--- src/rtl/fft_seq_ctrl.sv ---
// -----------------------------------------------------------------------------
// fft_seq_ctrl
//
// Sequencer for an in-place radix-2 decimation-in-time FFT held in a
// 2^N-point sample RAM. The transform runs in three phases:
//   LOAD    - accepts a stream of samples and writes each one at the
//             bit-reversed address of its arrival index.
//   COMPUTE - issues one butterfly per cycle, stage by stage. It drives the
//             operand addresses, the twiddle index and the write-back
//             addresses, which are delayed by the datapath latency.
//   FLUSH   - a BF_LAT-cycle gap after each stage. It lets every write-back
//             land before the next stage reads the RAM.
// A one-cycle DONE state then pulses 'done' and the controller returns to IDLE.
//
// Parameters
//   N       log2 of the FFT length
//   BF_LAT  cycles from butterfly read issue to write-back (>= 1)
//
// Ports
//   clk, reset    system clock, synchronous active-high reset
//   start         begins a new transform; only acted on in IDLE
//   sample_valid  a source sample is present
//   sample_ready  high in LOAD only
//   load_we       RAM write strobe for a loaded sample
//   load_addr     bit-reversed RAM address for the current sample
//   bf_en         a butterfly read is issued this cycle
//   addr_a/addr_b top and bottom operand addresses
//   tw_addr       twiddle ROM index
//   stage         current butterfly stage, 0..N-1
//   wb_en         write-back strobe (bf_en delayed BF_LAT cycles)
//   wb_addr_a/b   addr_a/addr_b delayed BF_LAT cycles
//   busy          high in every state except IDLE
//   done          one-cycle completion pulse
// -----------------------------------------------------------------------------
module fft_seq_ctrl #(
    parameter int N      = 9,
    parameter int BF_LAT = 3
) (
    input  logic                     clk,
    input  logic                     reset,
    input  logic                     start,
    input  logic                     sample_valid,
    output logic                     sample_ready,
    output logic                     load_we,
    output logic [N-1:0]             load_addr,
    output logic                     bf_en,
    output logic [N-1:0]             addr_a,
    output logic [N-1:0]             addr_b,
    output logic [N-2:0]             tw_addr,
    output logic [$clog2(N+1)-1:0]   stage,
    output logic                     wb_en,
    output logic [N-1:0]             wb_addr_a,
    output logic [N-1:0]             wb_addr_b,
    output logic                     busy,
    output logic                     done
);

    localparam int SW = $clog2(N+1);
    localparam int FW = (BF_LAT > 1) ? $clog2(BF_LAT) : 1;

    typedef enum logic [2:0] {
        S_IDLE,
        S_LOAD,
        S_COMPUTE,
        S_FLUSH,
        S_DONE
    } state_t;

    state_t          state_q, state_d;
    logic [N-1:0]    cnt_q, cnt_d;       // sample arrival index
    logic [N-2:0]    k_q, k_d;           // butterfly index within a stage
    logic [SW-1:0]   stage_q, stage_d;
    logic [FW-1:0]   flush_q, flush_d;   // cycles spent in FLUSH

    // -------------------------------------------------------------------------
    // Address arithmetic (combinational from stage_q / k_q / cnt_q)
    // -------------------------------------------------------------------------
    logic [N-1:0] cnt_rev;
    logic [N-1:0] k_ext;
    logic [N-1:0] span;
    logic [N-1:0] pos;
    logic [N-1:0] grp;
    logic [N-1:0] calc_a;
    logic [N-1:0] calc_b;
    logic [N-1:0] tw_full;

    generate
        for (genvar gi = 0; gi < N; gi++) begin : g_bitrev
            assign cnt_rev[gi] = cnt_q[N-1-gi];
        end
    endgenerate

    assign k_ext   = {1'b0, k_q};
    assign span    = N'(1) << stage_q;
    assign pos     = k_ext & (span - N'(1));
    assign grp     = k_ext >> stage_q;
    // The group index is spread out by 2*span, which leaves bit 'stage' of
    // addr_a clear. Adding span to form addr_b therefore never carries.
    assign calc_a  = ((grp << stage_q) << 1) | pos;
    assign calc_b  = calc_a + span;
    assign tw_full = pos << (SW'(N-1) - stage_q);

    // -------------------------------------------------------------------------
    // State register
    // -------------------------------------------------------------------------
    always_ff @(posedge clk) begin
        if (reset) begin
            state_q <= S_IDLE;
            cnt_q   <= '0;
            k_q     <= '0;
            stage_q <= '0;
            flush_q <= '0;
        end else begin
            state_q <= state_d;
            cnt_q   <= cnt_d;
            k_q     <= k_d;
            stage_q <= stage_d;
            flush_q <= flush_d;
        end
    end

    // -------------------------------------------------------------------------
    // Next-state logic
    // -------------------------------------------------------------------------
    always_comb begin
        state_d = state_q;
        cnt_d   = cnt_q;
        k_d     = k_q;
        stage_d = stage_q;
        flush_d = flush_q;
        case (state_q)
            S_IDLE: begin
                if (start) begin
                    state_d = S_LOAD;
                    cnt_d   = '0;
                    stage_d = '0;
                end
            end
            S_LOAD: begin
                if (sample_valid) begin
                    cnt_d = cnt_q + N'(1);
                    if (&cnt_q) begin
                        state_d = S_COMPUTE;
                        k_d     = '0;
                        stage_d = '0;
                    end
                end
            end
            S_COMPUTE: begin
                k_d = k_q + (N-1)'(1);
                if (&k_q) begin
                    state_d = S_FLUSH;
                    flush_d = '0;
                end
            end
            S_FLUSH: begin
                flush_d = flush_q + FW'(1);
                // The last write-back of the stage lands in this final gap
                // cycle, so the next stage's first read sees it.
                if (flush_q == FW'(BF_LAT-1)) begin
                    flush_d = '0;
                    if (stage_q < SW'(N-1)) begin
                        state_d = S_COMPUTE;
                        stage_d = stage_q + SW'(1);
                        k_d     = '0;
                    end else begin
                        state_d = S_DONE;
                    end
                end
            end
            S_DONE: begin
                state_d = S_IDLE;
            end
            default: begin
                state_d = S_IDLE;
            end
        endcase
    end

    // -------------------------------------------------------------------------
    // Output logic. Addresses are forced to zero outside their active state.
    // -------------------------------------------------------------------------
    always_comb begin
        sample_ready = 1'b0;
        load_we      = 1'b0;
        load_addr    = '0;
        bf_en        = 1'b0;
        addr_a       = '0;
        addr_b       = '0;
        tw_addr      = '0;
        done         = 1'b0;
        busy         = (state_q != S_IDLE);
        case (state_q)
            S_LOAD: begin
                sample_ready = 1'b1;
                load_we      = sample_valid;
                load_addr    = cnt_rev;
            end
            S_COMPUTE: begin
                bf_en   = 1'b1;
                addr_a  = calc_a;
                addr_b  = calc_b;
                tw_addr = tw_full[N-2:0];
            end
            S_DONE: begin
                done = 1'b1;
            end
            default: begin
            end
        endcase
    end

    assign stage = stage_q;

    // -------------------------------------------------------------------------
    // Write-back delay line: a BF_LAT-deep shift of bf_en/addr_a/addr_b.
    // It shifts every cycle, and reset flushes it so that butterflies issued
    // before the reset never produce a write-back strobe.
    // -------------------------------------------------------------------------
    logic [BF_LAT-1:0] wb_en_q, wb_en_d;
    logic [N-1:0]      wb_a_q [BF_LAT];
    logic [N-1:0]      wb_a_d [BF_LAT];
    logic [N-1:0]      wb_b_q [BF_LAT];
    logic [N-1:0]      wb_b_d [BF_LAT];

    generate
        for (genvar gi = 0; gi < BF_LAT; gi++) begin : g_wb_pipe
            if (gi == 0) begin : g_head
                assign wb_en_d[gi] = bf_en;
                assign wb_a_d[gi]  = addr_a;
                assign wb_b_d[gi]  = addr_b;
            end else begin : g_body
                assign wb_en_d[gi] = wb_en_q[gi-1];
                assign wb_a_d[gi]  = wb_a_q[gi-1];
                assign wb_b_d[gi]  = wb_b_q[gi-1];
            end

            always_ff @(posedge clk) begin
                if (reset) begin
                    wb_en_q[gi] <= 1'b0;
                    wb_a_q[gi]  <= '0;
                    wb_b_q[gi]  <= '0;
                end else begin
                    wb_en_q[gi] <= wb_en_d[gi];
                    wb_a_q[gi]  <= wb_a_d[gi];
                    wb_b_q[gi]  <= wb_b_d[gi];
                end
            end
        end
    endgenerate

    assign wb_en     = wb_en_q[BF_LAT-1];
    assign wb_addr_a = wb_a_q[BF_LAT-1];
    assign wb_addr_b = wb_b_q[BF_LAT-1];

endmodule
--- config.mk ---
export PLATFORM = sky130hd
export DESIGN_NAME = fft_seq_ctrl
export DESIGN_NICKNAME = d
export VERILOG_FILES = /design/src/rtl/fft_seq_ctrl.sv
export SDC_FILE = /design/constraint.sdc
export NUM_CORES = 1
export LEC_CHECK = 0
export BUFFER_PORTS_ARGS = -buffer_cell sky130_fd_sc_hd__buf_4
export CAP_MARGIN = 10
export CORE_MARGIN = 4
export CORE_UTILIZATION = 48
export DETAILED_ROUTE_END_ITERATION = 12
export GPL_TIMING_DRIVEN = 0
export PLACE_DENSITY = 0.69
export SYNTH_ARGS = -nofsm -noshare
export SYNTH_HDL_FRONTEND = slang
export SYNTH_SLANG_ARGS = --single-unit
--- constraint.sdc ---
create_clock -name clk -period 7.09 [get_ports clk]
set_input_delay 0.709 -clock clk [delete_from_list [all_inputs] [get_ports clk]]
set_output_delay 0.709 -clock clk [all_outputs]
set_load 0.005 [all_outputs]
==> summary.md <==
| Metric | Value |
|---|---|
| EDFF count, synth | 0 |
| Max Root-Sink Buffers | 2 |
| Largest net degree at the start of global routing | 17 |
| Synthesized area per cell | 8.54 µm² |
| Final clock skew | 6.48 ps |
| Critical path endpoint | addr_b[8] |
| Yosys reg bits | 83 |
| Vias per Instance | 5.25 |
| Synth unique cells | 59 |
| Element type at the critical path start | flop |
| Final WL | 9760 µm |
| Synth cell count leaders | dfxtp_1 (83), nor2_1 (67), nor2b_1 (46) |
| Fmax | 175 MHz |
| Max Cap Viol | 0 |
| Vias | 3,614 |
| H-Tree Depth | 3 |
| Post_cts resized | 0 |
| Top cell type's share of synthesized area | 39.0% |
| Sink Count | 83 |
| CP Capture Type | output port |
| Ys async rst share | 0% |
| Syn Nets | 523 |
| Number of CTS-inserted buffers | 9 |
| Final #Nets | 600 |
| Reg2reg end | wb_b_q[0][8] |
| PwrDens | 220 mW/mm² |
| Share of layout cells above drive strength 1 | 21.2% |
| Fin Setup TNS | 0 ps |
| Post-layout minimum cycle time | 5710 ps |
| I/O pin cnt | 67 |
| RSZ-0062 raised after global routing | false |
| YS warnings | 0 |
| FILL cells | 825 |
| Drt pass-1 iters | 4 |
| Cell taking the most area after synthesis | dfxtp_1 |
| Clock Pin Slew Worst Setup and Hold Paths | 90 ps |
| Final setup vio count | 0 |
| Root Driver | clkbuf_8 |
| Count leader, synth | dfxtp_1 |
| Final Max Slew Viols | 0 |
| First-pass GRT wire length | 15,300 µm |
| Routed Antenna Nets | 0 |
| RR Startpoint | stage[2] |
| Hold WC Path Type | reg2reg |
| Ys flop type | dfxtp_1 |
| Grt total ovfl | 0 |
| Row count | 34 |
| Max rail drop VDD | 0.000114 V |
| Tcrit/Tclk final | 80.5% |
| TritonCTS clock tree | yes |
| PortBufs | 66 |
| Cells after Synth | 499 |
| Post-CTS setup buffers | 0 |
| Status | finished, final reports clean |
| Slew @ Worst Pin | 652 ps |
| Vias in the first global route | 3,258 |
| Area after DPL | 0.00489 mm² |
| Max FO, Critical Path | 10 |
| Die height | 102 µm |
| Register Area | 0.00166 mm² |
| Worst skew pair latency | 350 ps |
| Routed wire length per instance | 14.2 µm |
| Core box area | 0.00868 mm² |
| GPL Wtd Cong | 0.941 |
| Layout area overhead | 20.3% |
| Hold buffer count at CTS | 0 |
| Die area | 0.0105 mm² |
| Initial detailed-routing violation count | 255 |
| Share of the yosys chip area belonging to registers | 39.0% |
| Initial antenna violation count | 0 |
| Multi-input logic area | 0.00227 mm² |
| Reg2Reg Depth | 16 |
| Largest cells by area after synthesis | dfxtp_1 (39%), nor2b_1 (6.8%), nor2_1 (5.9%), ha_1 (5.6%), buf_4 (3.2%) |
| CP required | 6380 ps |
| HPWL Detailed | 7390 µm |
| Initial Util | 49.1% |
| Static Leak | 2.28 nW |
| Die Wd | 102 µm |
| Synthesized area | 0.00426 mm² |
| Total power | 1.13 mW |
| Overall Global Routing Usage | 18.4% |
| Hold Violations, Final | 0 |
| CP arrival | 5000 ps |
| Design Area, Final | 0.00513 mm² |
| Slew HR | 56.3% |
| DRC violations left | 0 |
| CP startpoint | stage[2] |
| Antenna cell count | 0 |
| Setup Crit Path Kind | reg2out |
| FF-to-FF setup slack | 2560 ps |
## layout make-up
type                       count  area share, %
sequential                    83           32.4
multi-input combinational    349           44.2
buffer                        46           5.00
clock inverter                 7           2.15
tap                          108           2.64
inverter                      21           1.54
timing repair buffer          66           9.66
clock buffer                   9           2.42
## worst min-delay path by stage
| stage | to | slack, ps | start | cells after the start |
|---|---|---|---|---|
| detailed placement | wb_a_q[2][0] | 420 | wb_a_q[1][0] | 1 |
| floorplan | wb_a_q[1][0] | 410 | wb_a_q[0][0] | 1 |
| CTS | wb_b_q[1][0] | 440 | wb_b_q[0][0] | 1 |
| global route | wb_b_q[1][8] | 450 | wb_b_q[0][8] | 1 |
| global placement | wb_a_q[2][8] | 420 | wb_a_q[1][8] | 1 |
| finish | wb_b_q[1][0] | 430 | wb_b_q[0][0] | 1 |
## where the power goes
| group | total, mW | internal, mW | switching, mW | leakage, nW |
|---|---|---|---|---|
| Combinational | 0.248 | 0.0927 | 0.155 | 1.50 |
| Sequential | 0.494 | 0.482 | 0.0123 | 0.669 |
| Clock | 0.386 | 0.204 | 0.181 | 0.113 |
## through the flow
step	worst slack, ps	hold slack [ps]	utilization, %	cells
detailed placement	1840	420	56.4	673
CTS	1430	437	59.1	689
floorplan	2580	414	-	499
global placement	1780	421	56.4	673
finish	1380	433	59.1	689
global route	1080	447	59.1	689
## registers in the layout, summed over array words and instances (netlist names)
signal,cells
cnt_q,9
flush_q,2
k_q,8
stage,4
state_q,3
wb_a_q,27
wb_b_q,27
wb_en,1
wb_en_d,2
## placed cells by master, fill, tap and decap left out, types with 15 or more instances in the layout
| cell type | n |
|---|---|
| buf_4 | 84 |
| dfxtp_1 | 83 |
| nor2_1 | 67 |
| nor2b_1 | 46 |
| nand2_1 | 26 |
| a21oi_1 | 23 |
| inv_1 | 20 |
| ha_1 | 19 |
| clkbuf_1 | 18 |
| nor3_1 | 15 |
## kinds of logic (layout without fill, tap and decap cells)
group / after synthesis / after routing / share of synthesized area (%)
other: 1 / 1 / 0.0880
AOI/OAI and AO/OA: 81 / 81 / 13.0
xor gates and xnor gates: 16 / 16 / 3.29
DFF: 83 / 83 / 39.0
and+or+nand+nor: 219 / 219 / 26.9
adders and majority gates: 20 / 20 / 6.05
muxes: 12 / 12 / 3.82
buffers and inverters: 67 / 149 / 7.87
## layer usage
layer / global-route usage (%) / part of all wire, %
met1: 24.5 / 46
met2: 30.1 / 47
met5: 0 / 0
met4: 6.16 / 0.96
met3: 3.41 / 6.1
## critical path, stage by stage, from the launching register on
cell and delay (ps):
dfxtp_1 570, clkbuf_1 420, inv_1 160, ha_1 330, or3_4 440, and3_1 190, o31a_1 270, a31oi_1 360
inv_1 80, ha_1 280, clkbuf_1 190, a21o_1 190, a21o_1 170, a21oi_1 370, nor3_1 80, a21oi_1 140
o211ai_1 130, buf_4 150, buf_4 120
(Power assumes the default switching activity.)
